[src/rtl/shift_register_8b_piso_tx.sv]
// ---------------------------------------------------------------------------
// shift_register_8b_piso_tx
//
// Parallel-in / serial-out transmitter. A word is taken through a
// load_valid/load_ready handshake and shifted out one bit per enabled clock,
// framed by first/last markers. A new word can be accepted on the final bit
// of a frame, so consecutive frames run with no idle bit between them.
//
// Optional feature macro: PISO_PARITY_EN
//   defined   : an even-parity bit (^d captured at accept) follows the data
//               bits; the frame is WIDTH+1 bits and last marks the parity bit.
//   undefined : the frame is WIDTH bits; last marks the final data bit.
//
// Parameters
//   WIDTH      data word width (>= 2)
//   MSB_FIRST  1: d[WIDTH-1] goes out first, 0: d[0] goes out first
//
// Ports
//   clk         clock, rising edge
//   reset       synchronous active-high reset
//   en          shift enable; low holds all shift state
//   d           parallel word to transmit
//   load_valid  source offers d
//   load_ready  transmitter can accept a word this cycle (combinational)
//   s_out       serial data (registered, 0 when idle)
//   s_valid     s_out carries a frame bit (registered)
//   first       s_out is the first frame bit (registered)
//   last        s_out is the final frame bit (registered)
//   busy        frame in flight, same as s_valid
// ---------------------------------------------------------------------------
module shift_register_8b_piso_tx #(
    parameter int WIDTH     = 8,
    parameter bit MSB_FIRST = 1'b1
) (
    input  logic             clk,
    input  logic             reset,
    input  logic             en,
    input  logic [WIDTH-1:0] d,
    input  logic             load_valid,
    output logic             load_ready,
    output logic             s_out,
    output logic             s_valid,
    output logic             first,
    output logic             last,
    output logic             busy
);

`ifdef PISO_PARITY_EN
    localparam int FRAME = WIDTH + 1;
`else
    localparam int FRAME = WIDTH;
`endif
    localparam int CNT_W = $clog2(FRAME);
    localparam logic [CNT_W-1:0] LAST_CNT = CNT_W'(FRAME - 1);
`ifdef PISO_PARITY_EN
    localparam logic [CNT_W-1:0] PAR_CNT = CNT_W'(WIDTH);
`endif

    typedef enum logic {IDLE, SHIFT} state_t;

    state_t           state, state_nxt;
    logic [WIDTH-1:0] shreg, shreg_nxt;
    logic [CNT_W-1:0] bit_cnt, bit_cnt_nxt, cnt_inc;
    logic             s_out_nxt, s_valid_nxt, first_nxt, last_nxt;
    logic             accept;
`ifdef PISO_PARITY_EN
    logic             parity, parity_nxt;
`endif

    // Bit currently sitting at the output end of a word.
    function automatic logic out_bit(input logic [WIDTH-1:0] v);
        return MSB_FIRST ? v[WIDTH-1] : v[0];
    endfunction

    // Move the word one place toward the output end, zero-filling behind.
    function automatic logic [WIDTH-1:0] shift_word(input logic [WIDTH-1:0] v);
        return MSB_FIRST ? {v[WIDTH-2:0], 1'b0} : {1'b0, v[WIDTH-1:1]};
    endfunction

    // Ready in IDLE, or on the final bit of a frame when that bit will
    // actually retire this cycle (en high), which gives gapless frames.
    assign load_ready = !reset &&
                        ((state == IDLE) || ((bit_cnt == LAST_CNT) && en));
    assign accept     = load_valid && load_ready;
    assign cnt_inc    = bit_cnt + CNT_W'(1);
    assign busy       = s_valid;

    always_comb begin
        state_nxt   = state;
        shreg_nxt   = shreg;
        bit_cnt_nxt = bit_cnt;
        s_out_nxt   = s_out;
        s_valid_nxt = s_valid;
        first_nxt   = first;
        last_nxt    = last;
`ifdef PISO_PARITY_EN
        parity_nxt  = parity;
`endif
        if (accept) begin
            state_nxt   = SHIFT;
            shreg_nxt   = d;
            bit_cnt_nxt = '0;
            s_out_nxt   = out_bit(d);
            s_valid_nxt = 1'b1;
            first_nxt   = 1'b1;
            last_nxt    = 1'b0;
`ifdef PISO_PARITY_EN
            parity_nxt  = ^d;
`endif
        end else if ((state == SHIFT) && en) begin
            if (bit_cnt == LAST_CNT) begin
                state_nxt   = IDLE;
                shreg_nxt   = '0;
                bit_cnt_nxt = '0;
                s_out_nxt   = 1'b0;
                s_valid_nxt = 1'b0;
                first_nxt   = 1'b0;
                last_nxt    = 1'b0;
            end else begin
                bit_cnt_nxt = cnt_inc;
                shreg_nxt   = shift_word(shreg);
                s_out_nxt   = out_bit(shift_word(shreg));
                first_nxt   = 1'b0;
                last_nxt    = (cnt_inc == LAST_CNT);
`ifdef PISO_PARITY_EN
                // All data bits have gone out; the trailing slot carries parity.
                if (cnt_inc == PAR_CNT) begin
                    s_out_nxt = parity;
                end
`endif
            end
        end
    end

    always_ff @(posedge clk) begin
        if (reset) begin
            state   <= IDLE;
            shreg   <= '0;
            bit_cnt <= '0;
            s_out   <= 1'b0;
            s_valid <= 1'b0;
            first   <= 1'b0;
            last    <= 1'b0;
`ifdef PISO_PARITY_EN
            parity  <= 1'b0;
`endif
        end else begin
            state   <= state_nxt;
            shreg   <= shreg_nxt;
            bit_cnt <= bit_cnt_nxt;
            s_out   <= s_out_nxt;
            s_valid <= s_valid_nxt;
            first   <= first_nxt;
            last    <= last_nxt;
`ifdef PISO_PARITY_EN
            parity  <= parity_nxt;
`endif
        end
    end

endmodule

[config.mk]
export PLATFORM = sky130hd
export DESIGN_NAME = shift_register_8b_piso_tx
export DESIGN_NICKNAME = d
export VERILOG_FILES = /design/src/rtl/shift_register_8b_piso_tx.sv
export SDC_FILE = /design/constraint.sdc
export NUM_CORES = 1
export LEC_CHECK = 0
export CORE_ASPECT_RATIO = 1.1
export CORE_UTILIZATION = 47
export CTS_BUF_LIST = sky130_fd_sc_hd__clkbuf_8 sky130_fd_sc_hd__clkbuf_16
export DETAILED_ROUTE_END_ITERATION = 16
export GPL_ROUTABILITY_DRIVEN = 0
export HOLD_SLACK_MARGIN = 0.12
export PLACE_DENSITY = 0.84
export SKIP_LAST_GASP = 1
export SLEW_MARGIN = 0
export SYNTH_ARGS = -nofsm -noshare
export SYNTH_HDL_FRONTEND = slang
export SYNTH_SLANG_ARGS = --single-unit
[constraint.sdc]
create_clock -name clk -period 1.9 [get_ports clk]
set_input_delay 0.19 -clock clk [delete_from_list [all_inputs] [get_ports clk]]
set_output_delay 0.19 -clock clk [all_outputs]
set_load 0.01 [all_outputs]
==> results of run 1 <==
-- routing by layer --
layer	vias to the layer above	track usage (%)	wire length, um	share of wire [%]
met5	-	0	0	0
met4	0	10.3	20	1.4
met3	2	4.62	67	4.6
met2	18	31.3	710	48
met1	303	22.3	667	45
li1	335	-	-	-
-- per-stage QoR --
stage | util, % | power (W) | area (um^2) | hold WS (ns)
after floorplan | - | 0.000405 | 748 | 0.259
after detailed placement | 64.8 | 0.000457 | 920 | 0.450
final | 69.4 | 0.000745 | 985 | 0.461
after global routing | 69.4 | 0.000779 | 985 | 0.496
after CTS | 69.2 | 0.000753 | 982 | 0.468
after global placement | 64.8 | 0.000454 | 920 | 0.448
-- power groups by stage --
stage / Clock [W] / Sequential [W] / Combinational, W
finish: 0.000292 / 0.000325 / 0.000128
global route: 0.000313 / 0.000327 / 0.000140
CTS: 0.000299 / 0.000325 / 0.000129
detailed placement: 0 / 0.000331 / 0.000126
global placement: 0 / 0.000331 / 0.000123
floorplan: 0 / 0.000330 / 0.0000753
-- flip-flops by register name, indices dropped and copies added (netlist names) --
register  flops
last          1
bit_cnt       3
state         1
first         1
shreg         7
s_out         1
-- repair_timing --
item                       CTS  global route
hold buffers                 0             0
setup endpoints to repair    1             1
resized for setup            0             1
pin swaps                    1             0
buffers inserted             1             0
-- area by class of cell --
cell class	count	area [um^2]	share of cell area, %
multi-input combinational	54	389	39.5
sequential	14	280	28.5
timing repair buffer	22	210	21.3
clock buffer	4	55.1	5.59
inverter	8	30.0	3.05
tap	16	20.0	2.03
-- cell usage after synthesis, types with 2 or more instances --
| cell | count | area [um^2] |
|---|---|---|
| nand2b_1 | 2 | 12.5 |
| nor3_1 | 2 | 10.0 |
| a21oi_1 | 9 | 45.0 |
| nand2_1 | 3 | 11.3 |
| dfxtp_1 | 14 | 280 |
| mux2i_1 | 3 | 30.0 |
| nor2_1 | 3 | 11.3 |
| o211a_1 | 7 | 70.1 |
| buf_2 | 3 | 15.0 |
| nand4_1 | 2 | 12.5 |
| inv_1 | 8 | 30.0 |
| ha_1 | 3 | 37.5 |
| nor2b_1 | 2 | 12.5 |
| buf_6 | 2 | 22.5 |
| o211ai_1 | 6 | 45.0 |
-- worst max-delay path by stage --
stage,end,cells past startpoint
global route,shreg[1],6
global placement,load_ready,4
CTS,load_ready,5
detailed placement,load_ready,4
floorplan,bit_cnt[1],5
finish,load_ready,5
-- worst min-delay path: stages (launching register included) --
cell and delay (ns):
dfxtp_1 0.31, nand2_1 0.05, a21oi_1 0.06
-- logic make-up after synthesis --
family          synth area share, %
compound gates                 27.6
fa+ha+maj                      5.02
buf+inv                        10.5
flops                          37.5
mux                            4.01
simple gates                   15.4
==> flow_summary.ini, run 1 <==
[critical_path]
cp_slowest_cell = dfxtp_1
rrSetupSlack_ns = 0.33
r2r_start = bit_cnt[1]
worst-path-buf-inv = 1
r2r_cells = 6
criticalPathCategory = flip-flop to primary output
cp-startpoint = bit_cnt[0]
start_kind = flip-flop
crit_family = adder cells
worstReg2RegEnd = shreg[1]
crit_path_end_kind = primary output
cpPeakStageDelay_ns = 0.33
path_max_fanout = 4
arrival_ns = 1.38
cp.required_ns = 1.71
crit_path_cell_trace = ha_1 -> ha_1 -> a21boi_2 -> nor2_1 -> dlymetal6s2s_1
path_common_cell = ha_1

[clock_tree]
numCtsBuffers = 3
clock_latency_ns = 0.25
tritoncts = yes
clock-sinks = 14
cts_buffer_depth = 2
clk_pin_slew_ns = 0.06
ctsHtreeMaxLevel = 1
cts_root_buffer = clkbuf_8

[power_and_ir_drop]
power_density_nw_per_um2 = 757
p_sw_w = 0.000176
p_seq_share_pct = 43.6
p_int_w = 0.000569
p_comb_share_pct = 17.2
peakVddDrop_mv = 0.433
p_leak_nw = 0.435
clkPwrFrac_pct = 39.2
switching_share_pct = 23.7

[floorplanning]
initial_core_util_pct = 52.7
std_cell_rows = 14
die_y_um = 43.8
placeableCoreArea_um2 = 1420
die_width_um = 40.0
dieArea_um2 = 1760
io-pin-count = 18

[grt]
grt_max_degree = 15
grt_first_pass_wirelength_um = 2270
grt_usage_pct = 19.2
grt_pass1_vias = 566
overflow = 0
antenna_found_initial = 0

[timing]
finalHoldViolCount = 0
tightest_slew_ns = 0.426
slew_viol_final = 0
maxSlewHeadroom_pct = 71.6
fin_crit_ns = 1.57
tns_ns = 0
fmax_mhz = 639
rsz0062_at_grt = no
fin_crit_sh_pct = 82.4
fin_ws_ns = 0.335
setup_viol = 0
finalClockSkew_ns = 0.000761

[cells_and_area]
fin_nets = 118
fillers = 113
diodes = 0
mostFrequentLayoutCell = clkdlybuf4s50_1
layout_common_cells = clkdlybuf4s50_1 (16), dfxtp_1 (14), a21oi_1 (9), inv_1 (8), o211a_1 (7)
area_delta_synth_final_pct = 31.6
final_cells = 118
final_layout_size_suffix_gt1_share_pct = 11.8

[job]
drv_cap = 0

[min_path]
min_to = first
holdCritPathClass = flip-flop to flip-flop
hold_start = first
hold_depth = 2

[detailed_routing]
num_vias = 658
postRouteAntennaNets = 0
wl_per_cell_um = 12.4
vias_per_cell = 5.58
drtIter0Drc = 7
drc_errors = 0
routed_wirelength_um = 1470
firstDrtPassIters = 4

[logic_synthesis]
synth.distinct_cells = 29
synth_area_um2 = 748
ys_seq_area_share_pct = 37.5
synth_flop_cell = dfxtp_1
synth-edff-count = 0
yosys_warnings = 0
synthArstFlopShare_pct = 0
synthesis.nets = 98
synthCells = 83
syn_area_per_cell_um2 = 9.01
synth-seq-cells = 14

[placement]
dp_hpwl_um = 1050
portBuffers = 17
dpl_worst_slack_ns = 0.175
dp.cells = 113

[run_status]
status = completed
Power figures use the tool's default switching activity.
==> inputs of run 2 (changes only) <==
Settings changed: CORE_UTILIZATION 47 to 42, PLACE_DENSITY 0.84 to 0.8.
Clock period 1.9 ns to 1.3 ns, I/O delays scaled along.
==> flow_summary.ini, run 2 (synthesized netlist as in run 1, its figures left out) <==
[run_status]
status = finished with violations
failed_checks = setup timing

[detailed_routing]
routed_wirelength_um = 1690
drtIter0Drc = 12
firstDrtPassIters = 4
postRouteAntennaNets = 0
num_vias = 673
drc_errors = 0
vias_per_cell = 5.38
wl_per_cell_um = 13.5

[power_and_ir_drop]
peakVddDrop_mv = 0.591
clkPwrFrac_pct = 37.3
p_int_w = 0.000853
p_sw_w = 0.000267
p_leak_nw = 0.480
power_density_nw_per_um2 = 999
p_comb_share_pct = 20.1
switching_share_pct = 23.9
power_w = 0.00112
p_seq_share_pct = 42.5

[critical_path]
cpPeakStageDelay_ns = 0.33
r2r_start = bit_cnt[1]
r2r_cells = 6
worstReg2RegEnd = bit_cnt[0]
crit_path_end_kind = primary output
cp_slowest_cell = dfxtp_2
cp-startpoint = bit_cnt[1]
start_kind = flip-flop
rrSetupSlack_ns = -0.03
path_common_cell = ha_4
path_max_fanout = 3
worst-path-buf-inv = 1
criticalPathCategory = flip-flop to primary output
arrival_ns = 1.24
crit_path_cell_trace = ha_4 -> ha_4 -> a21boi_4 -> nor2_1 -> buf_2
cp.required_ns = 1.17
crit_family = flip-flops

[timing]
finalHoldViolCount = 0
fin_crit_sh_pct = 105
maxSlewHeadroom_pct = 72.5
slew_viol_final = 0
finalClockSkew_ns = 0.000612
setup_viol = 2
fmax_mhz = 731
fin_crit_ns = 1.37
tightest_slew_ns = 0.405
rsz0062_at_grt = yes
fin_ws_ns = -0.0677

[floorplanning]
std_cell_rows = 15
die_width_um = 42.2
initial_core_util_pct = 46.4
placeableCoreArea_um2 = 1610
die_y_um = 46.3
io-pin-count = 18
dieArea_um2 = 1950

[cells_and_area]
final_layout_size_suffix_gt1_share_pct = 29.6
fillers = 134
design_area_um2 = 1120
diodes = 0
largest_reg_flops = 7
largestRegisters = shreg x7, bit_cnt x3
multiInputGateArea_um2 = 478
utilization_pct = 69.5
mostFrequentLayoutCell = clkdlybuf4s50_1
regArea_um2 = 284
area_delta_synth_final_pct = 49.8
final_cells = 125
top_register = shreg
layout_common_cells = clkdlybuf4s50_1 (14), dfxtp_1 (11), a21oi_1 (9), buf_4 (9), inv_1 (8)
fin_nets = 124

[clock_tree]
numCtsBuffers = 3
clk_pin_slew_ns = 0.06
ctsHtreeMaxLevel = 1
cts_root_buffer = clkbuf_8
cts_buffer_depth = 2
clock_latency_ns = 0.24
tritoncts = yes
clock-sinks = 14
holdBufCountCts = 0

[placement]
dpl_worst_slack_ns = -0.282
placed_cell_area_um2 = 986
dp_hpwl_um = 1170
portBuffers = 17
dp.cells = 120

[min_path]
min_to = first
hold_depth = 2
holdCritPathClass = flip-flop to flip-flop
hold_start = first

[grt]
grt_max_degree = 15
grt_usage_pct = 19.4
grt_first_pass_wirelength_um = 2800
overflow = 0
grt_pass1_vias = 615
antenna_found_initial = 0

[job]
drv_cap = 0
[run 2: changes by cell type in the layout (fill, tap and decap cells not counted), sizes merged]
cell           before  now
buf                 5   12
clkdlybuf4s50      16   14
dlygate4sd2         0    2
dlymetal6s2s        1    0
[run 2: power by group through the flow]
stage / sequential [W] / combinational (W) / clock (W)
2_1_floorplan: 0.000483 / 0.000111 / 0
3_3_place_gp: 0.000480 / 0.000198 / 0
3_5_place_dp: 0.000481 / 0.000203 / 0
4_1_cts: 0.000474 / 0.000221 / 0.000431
5_1_grt: 0.000479 / 0.000247 / 0.000456
6_report: 0.000476 / 0.000226 / 0.000418
[run 2: cell type report]
| type | instances | area share [%] |
|---|---|---|
| Tap cell | 17 | 1.90 |
| Multi-Input combinational cell | 54 | 42.6 |
| Inverter | 8 | 2.68 |
| Clock buffer | 4 | 4.91 |
| Sequential cell | 14 | 25.3 |
| Timing Repair Buffer | 28 | 22.5 |
[run 2: worst max-delay path by stage]
stage,end,slack (ns),cells past startpoint
floorplan,bit_cnt[1],0.001,5
global placement,bit_cnt[1],-0.25,4
detailed placement,bit_cnt[1],-0.28,4
CTS,load_ready,-0.1,5
global route,load_ready,-0.13,5
finish,load_ready,-0.07,5
[run 2: worst register-to-register path, stage by stage (launching register included)]
cell     delay, ns
dfxtp_2       0.33
ha_4          0.16
ha_4          0.16
buf_4         0.18
nor3b_1       0.17
o21ai_0       0.11
a21oi_1       0.14
[run 2: per-stage QoR]
step | setup TNS, ns | hold WS, ns
detailed placement | -3.00 | 0.452
finish | -0.101 | 0.460
global placement | -2.52 | 0.448
floorplan | 0 | 0.191
CTS | -0.278 | 0.460
global route | -0.778 | 0.497
[run 2: timing repair]
item | 4_1_cts | 5_1_grt
setup endpoints to repair | 15 | 13
setup buffers | 0 | 1
gates cloned | 0 | 0
pin swaps | 5 | 2
gates resized for setup | 21 | 2
[run 2: routing by layer]
| metal | up-vias | track usage (%) | routed length (um) | share of wire [%] |
|---|---|---|---|---|
| met5 | - | 0 | 0 | 0 |
| met3 | 2 | 3.53 | 53 | 3.1 |
| met2 | 17 | 35.7 | 872 | 52 |
| met4 | 0 | 7.50 | 9 | 0.53 |
| li1 | 347 | - | - | - |
| met1 | 307 | 22.6 | 754 | 45 |
==> inputs of run 3 (changes only) <==
Settings changed: CELL_PAD_IN_SITES_DETAIL_PLACEMENT from default to 2, CELL_PAD_IN_SITES_GLOBAL_PLACEMENT from default to 2, CORE_UTILIZATION 42 to 25.
==> flow_summary.ini, run 3 (synthesized netlist as in run 1, its figures left out) <==
[run_status]
status = finished with violations
failed_checks = setup timing

[detailed_routing]
drc_errors = 0
drtIter0Drc = 3
firstDrtPassIters = 4
vias_per_cell = 5.20
routed_wirelength_um = 2570
wl_per_cell_um = 18.1
postRouteAntennaNets = 0
num_vias = 738

[cells_and_area]
layout_common_cells = clkdlybuf4s50_1 (13), dfxtp_1 (11), a21oi_1 (9), buf_4 (9), inv_1 (8)
mostFrequentLayoutCell = clkdlybuf4s50_1
final_layout_size_suffix_gt1_share_pct = 32.1
diodes = 0
largestRegisters = shreg x7, bit_cnt x3
area_delta_synth_final_pct = 54.8
top_register = shreg
fin_nets = 125
largest_reg_flops = 7

[timing]
maxSlewHeadroom_pct = 69.9
fmax_mhz = 712
slew_viol_final = 0
fin_crit_sh_pct = 108
whs_ns = 0.504
setup_viol = 11
rsz0062_at_grt = yes
tightest_slew_ns = 0.443
finalClockSkew_ns = 0.00525
fin_ws_ns = -0.104
finalHoldViolCount = 0
fin_crit_ns = 1.40

[critical_path]
path_common_cell = ha_4
crit_path_cell_trace = ha_4 -> ha_4 -> a21boi_4 -> nor2_1 -> buf_2
criticalPathCategory = flip-flop to primary output
arrival_ns = 1.27
cpPeakStageDelay_ns = 0.34
cp_slowest_cell = dfxtp_2
crit_family = flip-flops
path_max_fanout = 3
worst-path-buf-inv = 1
start_kind = flip-flop
crit_path_end_kind = primary output
cp.required_ns = 1.17

[grt]
grt_usage_pct = 18.8
grt_first_pass_wirelength_um = 4190
overflow = 0
antenna_found_initial = 0
grt_pass1_vias = 858
grt_max_degree = 15

[floorplanning]
io-pin-count = 18
placeableCoreArea_um2 = 2800
die_y_um = 59.4
initial_core_util_pct = 26.7
dieArea_um2 = 3220
die_width_um = 54.2
std_cell_rows = 20

[power_and_ir_drop]
p_leak_nw = 0.493
power_density_nw_per_um2 = 990
peakVddDrop_mv = 0.677

[clock_tree]
ctsHtreeMaxLevel = 1
clock-sinks = 14
holdBufCountCts = 0
clock_latency_ns = 0.25
cts_root_buffer = clkbuf_8
tritoncts = yes
cts_buffer_depth = 2
numCtsBuffers = 3
clk_pin_slew_ns = 0.06

[job]
drv_cap = 0

[placement]
portBuffers = 17
dp_hpwl_um = 1630
dpl_worst_slack_ns = -0.304

[min_path]
holdCritPathClass = primary input to flip-flop
[run 3: final timing paths]
check	from	to	slack, ns	cells past startpoint
max	bit_cnt[1]	load_ready	-0.10	5
min	d[4]	shreg[4]	0.50	2
max reg2reg	bit_cnt[1]	shreg[1]	-0.08	6
min reg2reg	first	first	0.52	2
[run 3: per-layer routing]
| layer | track usage (%) | wire length [um] | vias up |
|---|---|---|---|
| met2 | 36.8 | 1500 | 12 |
| met1 | 20.3 | 1020 | 375 |
| met5 | 0 | 0 | - |
| met4 | 4.40 | 23 | 0 |
| li1 | - | - | 347 |
| met3 | 2.31 | 33 | 4 |
[run 3: timing repair]
item / CTS / global route
endpoints found under the setup margin: 15 / 15
buffers inserted: 1 / 0
pin swaps: 4 / 4
resized for setup: 21 / 5
gates cloned: 0 / 0
[run 3: power by group]
group          switching [W]  leakage (nW)  total (W)  internal (W)
Clock               0.000165        0.0288   0.000434      0.000268
Combinational       0.000114         0.348   0.000237      0.000123
Sequential         0.0000170         0.117   0.000477      0.000460
[run 3: layout make-up]
cell class              instances  area (um^2)
fillers                       317         1640
multi-input cells              54          482
flip-flops and latches         14          284
repair buffers                 29          267
clock buffers                   4         55.1
well taps                      33         41.3
inverters                       8         30.0
[run 3: per-stage QoR]
step                      util [%]  instance area (um^2)  setup TNS (ns)  power (W)  cells
after detailed placement      36.2                  1010           -3.09   0.000696    137
after floorplan                  -                   768               0   0.000594     83
after CTS                     40.5                  1130          -0.557    0.00115    142
after global routing          41.3                  1160           -1.26    0.00120    142
after global placement        36.2                  1010           -2.17   0.000683    137
final                         41.3                  1160          -0.445    0.00115    142
